[src/rtl/addsub_pipe.sv]
// rtl/addsub_pipe.sv - pipelined WIDTH-bit adder/subtractor, CHUNK bits resolved per stage
//
// Ports:
//   clk        rising-edge clock
//   rst_n      asynchronous active-low reset
//   in_valid   operand word valid
//   in_ready   block accepts the operand word this cycle
//   a, b       operands (WIDTH bits)
//   carry_in   carry into bit 0
//   sub        0 = add b, 1 = add ~b
//   out_valid  result valid
//   out_ready  downstream accepts the result
//   sum        result bits [WIDTH-1:0]
//   carry_out  result bit WIDTH
//   overflow   signed overflow of the raw result
//   zero       final sum == 0
//
// Optional feature macro: ADDSUB_SAT_EN (signed saturation of sum on overflow).

module addsub_pipe #(
    parameter int WIDTH = 8,
    parameter int CHUNK = 4
) (
    input  logic             clk,
    input  logic             rst_n,
    input  logic             in_valid,
    output logic             in_ready,
    input  logic [WIDTH-1:0] a,
    input  logic [WIDTH-1:0] b,
    input  logic             carry_in,
    input  logic             sub,
    output logic             out_valid,
    input  logic             out_ready,
    output logic [WIDTH-1:0] sum,
    output logic             carry_out,
    output logic             overflow,
    output logic             zero
);

    localparam int STAGES = WIDTH / CHUNK;
    localparam int LAST   = STAGES - 1;

    if ((CHUNK < 1) || (WIDTH % CHUNK != 0)) begin : g_bad_width
        $error("addsub_pipe: WIDTH must be a non-zero multiple of CHUNK");
    end

    // The whole pipeline moves as one shift register: it advances whenever
    // the output slot is empty or being drained this cycle.
    logic advance;
    assign advance  = !out_valid || out_ready;
    assign in_ready = advance;

    for (genvar k = 0; k < STAGES; k++) begin : g_stage
        // Operand bits still unconsumed on entry to this stage.
        localparam int IW = WIDTH - k * CHUNK;
        // Operand bits carried onward. The last stage keeps only the operand
        // sign bits, which the overflow flag needs after the final register.
        localparam int RW = (k == LAST) ? 1 : IW - CHUNK;

        logic                    src_v;
        logic                    src_c;
        logic [IW-1:0]           src_a;
        logic [IW-1:0]           src_b;
        logic [CHUNK:0]          part;
        logic [(k+1)*CHUNK-1:0]  sum_next;
        logic [RW-1:0]           a_keep;
        logic [RW-1:0]           b_keep;

        logic                    v_q;
        logic                    c_q;
        logic [RW-1:0]           a_q;
        logic [RW-1:0]           b_q;
        logic [(k+1)*CHUNK-1:0]  s_q;

        if (k == 0) begin : g_src
            assign src_v    = in_valid;
            assign src_c    = carry_in;
            assign src_a    = a;
            assign src_b    = sub ? ~b : b;
            assign sum_next = part[CHUNK-1:0];
        end else begin : g_src
            assign src_v    = g_stage[k-1].v_q;
            assign src_c    = g_stage[k-1].c_q;
            assign src_a    = g_stage[k-1].a_q;
            assign src_b    = g_stage[k-1].b_q;
            // Completed low slices sit below the slice resolved here.
            assign sum_next = {part[CHUNK-1:0], g_stage[k-1].s_q};
        end

        assign part = {1'b0, src_a[CHUNK-1:0]} + {1'b0, src_b[CHUNK-1:0]}
                    + {{CHUNK{1'b0}}, src_c};

        if (k == LAST) begin : g_keep
            assign a_keep = src_a[IW-1];
            assign b_keep = src_b[IW-1];
        end else begin : g_keep
            assign a_keep = src_a[IW-1:CHUNK];
            assign b_keep = src_b[IW-1:CHUNK];
        end

        always_ff @(posedge clk or negedge rst_n) begin
            if (!rst_n) begin
                v_q <= 1'b0;
                c_q <= 1'b0;
                a_q <= '0;
                b_q <= '0;
                s_q <= '0;
            end else if (advance) begin
                v_q <= src_v;
                c_q <= part[CHUNK];
                a_q <= a_keep;
                b_q <= b_keep;
                s_q <= sum_next;
            end
        end
    end

    logic [WIDTH-1:0] raw_sum;
    logic             a_msb;
    logic             b_msb;
    logic             ovf;

    assign raw_sum   = g_stage[LAST].s_q;
    assign a_msb     = g_stage[LAST].a_q[0];
    assign b_msb     = g_stage[LAST].b_q[0];
    assign out_valid = g_stage[LAST].v_q;
    assign carry_out = g_stage[LAST].c_q;

    // All final-stage registers clear in reset, which makes this evaluate to 0.
    assign ovf      = (a_msb == b_msb) && (raw_sum[WIDTH-1] != a_msb);
    assign overflow = ovf;

`ifdef ADDSUB_SAT_EN
    // Clamp toward the sign of a: 0x7F..F when a is positive, 0x80..0 otherwise.
    assign sum = ovf ? {a_msb, {(WIDTH-1){!a_msb}}} : raw_sum;
`else
    assign sum = raw_sum;
`endif

    // Gated by valid so the flag reads 0 while the pipeline is empty after reset.
    assign zero = out_valid && (sum == '0);

endmodule

[config.mk]
export PLATFORM = sky130hd
export DESIGN_NAME = addsub_pipe
export DESIGN_NICKNAME = d
export VERILOG_FILES = /design/src/rtl/addsub_pipe.sv
export SDC_FILE = /design/constraint.sdc
export NUM_CORES = 1
export LEC_CHECK = 0
export ABC_AREA = 0
export CAP_MARGIN = 20
export CORE_ASPECT_RATIO = 1.2
export CORE_UTILIZATION = 40
export CTS_CLUSTER_DIAMETER = 200
export DETAILED_ROUTE_END_ITERATION = 7
export PLACE_DENSITY = 0.78
export SYNTH_ARGS = -nofsm -noshare
export SYNTH_HDL_FRONTEND = slang
export SYNTH_SLANG_ARGS = --single-unit
[constraint.sdc]
create_clock -name clk -period 2.8 [get_ports clk]
set_input_delay 0.84 -clock clk [delete_from_list [all_inputs] [get_ports clk]]
set_output_delay 0.84 -clock clk [all_outputs]
set_load 0.01 [all_outputs]
==> key figures <==
Clock tree
  • Post-CTS Repair Setup Buffers: 0
  • Worst-Skew Late Latency: 320 ps
  • H-tree levels: 1
  • Sinks on the clock net: 26
  • Clock Root Buffer: clkbuf_4
  • Total of cells resized after clock tree synthesis: 3
  • Count of hold-fix buffers inserted at cts: 0
  • Clock tree from TritonCTS: yes
  • Maximum number of buffers from clock root to sink: 2
  • Clock transition at the register clock pins on the worst setup and hold paths after CTS: 140 ps
  • Number of clock buffers inserted by TritonCTS: 3

Final layout
  • Final-layout fill cell count: 273
  • Final core utilization: 57.0%
  • Share of post-route cells with drive strength above 1: 6.67%
  • Most common cell after layout, fill and taps aside: nand2_1
  • Final nets: 213
  • Most frequent cells in the layout: 48 x nand2_1, 32 x clkdlybuf4s50_1, 26 x dfrtp_1
  • Post-route cell area: 1770 um2
  • Antenna cells: 0
  • Area growth, synth to finish: 32.8%

Power
  • Highest ir drop seen on vdd: 0.000395 V
  • Leakage dissipation: 0.838 nW
  • Switching fraction of total power: 30.3%
  • Clk network pwr share: 20.7%
  • NetSw: 0.368 mW
  • Power share of the combinational group: 34.5%
  • Design internal power: 0.846 mW
  • Total power after layout: 1.21 mW
  • Sequential cell fraction of total power: 44.8%
  • Total power per unit cell area: 684 nW/um2

Placement
  • Placement-stage cell area: 1720 um2
  • Port buffer count: 34
  • Last weighted congestion value of the routability-driven placer: 0.744
  • HPWL after detailed placement: 1880 um

Synthesis
  • Register bit total from synthesis: 26
  • Syn. warnings: 0
  • Fraction of the yosys area taken by sequential cells: 48.7%
  • Syn Std Cell Area: 1340 um2
  • Count of different cell masters after synthesis: 20
  • Number of cells produced by synthesis: 144
  • Most area-hungry cell type in the Yosys netlist: dfrtp_1
  • Synth top area cells: dfrtp_1 49%, nand2_1 13%, fa_1 6.0%, ha_1 5.6%, o21ai_0 4.1%
  • Share of the synthesized area in the top cell type: 48.7%
  • Avg Synthesized Cell Area: 9.28 um2
  • Synthesized net count: 176

Timing
  • Final Critical Period: 2600 ps
  • Worst clock skew on the final layout: 12.3 ps
  • Number of max-slew violations in the final report: 0
  • Max Clock Freq: 384 MHz
  • Final cycle utilization of the critical path: 92.9%
  • Actual slew at the worst max-slew pin: 320 ps
  • Max transition margin: 78.7%
  • Unrepaired setup endpoints after global routing: false
  • Count of endpoints failing hold in the final timing report: 0
  • Setup violation total in the final timing report: 0

Global route
  • Global-route congestion overflow total: 0
  • Wire length of the first global-routing pass: 4370 um
  • Maximum number of pins on one net before global-route repair: 27
  • GR Util All Layers: 16.4%
  • Initial antenna violation count: 0
  • Vias in the first global route: 1086

Drt
  • Initial DRC Count: 13
  • DR vias/cell: 4.77
  • Number of design rule violations left after detail routing: 0
  • First-pass DRT Iterations: 4
  • Routed len/inst: 11.2 um
  • Aggregate routed wire length: 2420 um
  • Post-route ant nets: 0
  • Routed vias: 1030

Setup path
  • Worst EP required: 1960 ps
  • Critical Path Slowest Stage Cell: or4_4
  • Critical path peak fanout: 3
  • Critical Path Start Type: flip-flop
  • Maximum cell stage delay along the critical path: 540 ps
  • Critical path data arrival time: 1760 ps
  • Register-to-register setup slack: 1240 ps
  • Cells along the critical path: or4_4, nor4_2, dlygate4sd2_1
  • Critical path type: reg -> out
  • Kind of capture point of the worst setup path: output port

Floorplanning
  • I/O pins: 35
  • Die Wd: 54.8 um
  • Die Area: 3580 um2
  • Std cell rows: 22
  • Starting Density: 43.0%
  • Core area: 3110 um2
  • Die Height: 65.3 um

Outcome
  • Result of the run: finished, final reports clean

Run
  • Count of maximum capacitance violations: 0

Worst hold path
  • Hold/Removal Path Class: reg -> reg
state kept, by name, indices dropped and copies added (netlist names):
signal and count:
sum 8, g_stage.a_q 4, g_stage.b_q 4, g_stage.s_q 4, a_msb 1, b_msb 1
carry_out 1, g_stage.c_q 1, g_stage.v_q 1, out_valid 1
path summary, 6_finish.rpt:
| path | start | to | cells past startpoint |
|---|---|---|---|
| worst max-delay path | sum[0] | zero | 3 |
| worst min-delay path | g_stage[0].v_q | out_valid | 1 |
| worst max register to register | g_stage[0].c_q | sum[5] | 4 |
| worst min register to register | g_stage[0].v_q | out_valid | 1 |
| max in group asynchronous | rst_n | g_stage[0].s_q[3] | 2 |
| min in group asynchronous | rst_n | g_stage[0].a_q[2] | 2 |
metal layers:
metal,vias to the layer above,part of all wire (%),global-route usage (%)
met5,-,0,0
met4,0,1.1,5.77
met3,2,4.3,0.694
met2,29,51,29.7
met1,472,43,19.7
li1,527,-,-
worst max-delay path, delay by kind of cell (launching register included):
kind                   cells  cell delay (ps)
buffers and inverters      1              290
flip-flops                 1              430
AND/OR/NAND/NOR            2              740
layout make-up:
type                       instances  area [um2]  share of cell area, %
clock buffer                       3        22.5                   1.27
timing repair buffer              38         368                   20.7
inverter                           8        30.0                   1.69
sequential                        26         651                   36.7
tap                               36        45.0                   2.54
multi-input combinational        104         628                   35.4
clock inverter                     1        30.0                   1.69
kinds of logic (layout without fill, tap and decap cells):
| logic type | after synthesis | after routing | synth area share, % |
|---|---|---|---|
| simple gates | 62 | 62 | 19.5 |
| flops | 26 | 26 | 48.7 |
| compound gates | 22 | 22 | 9.18 |
| buf+inv | 14 | 50 | 4.49 |
| fa+ha+maj | 10 | 10 | 11.6 |
| xor+xnor | 10 | 10 | 6.55 |
stage by stage:
step	setup TNS (ps)	worst slack (ps)	cells	hold WS (ps)
global placement	-23.8	-23.8	212	444
floorplan	0	468	144	430
CTS	0	177	216	490
global route	0	85.6	216	513
detailed placement	-34.9	-34.9	212	456
finish	0	198	216	488
synth_stat cells (all sizes together):
| cell type | count |
|---|---|
| nand2 | 48 |
| dfrtp | 26 |
| o21ai | 11 |
| inv | 8 |
| nor2 | 7 |
| a21oi | 6 |
| buf | 6 |
| ha | 6 |
| xnor2 | 5 |
| xor2 | 5 |
| fa | 4 |
| nor2b | 3 |
| a21o | 2 |
| o21a | 2 |
| nand2b | 1 |
| nor3 | 1 |
| nor4 | 1 |
| o31ai | 1 |
| or4 | 1 |
power groups by stage:
stage / sequential (mW) / clock, mW / combinational [mW]
final: 0.544 / 0.252 / 0.418
after global placement: 0.547 / 0 / 0.410
after global routing: 0.559 / 0.279 / 0.474
after floorplan: 0.563 / 0 / 0.201
after detailed placement: 0.554 / 0 / 0.423
after CTS: 0.545 / 0.259 / 0.424
Note: power is estimated with default switching activity, not from simulation.
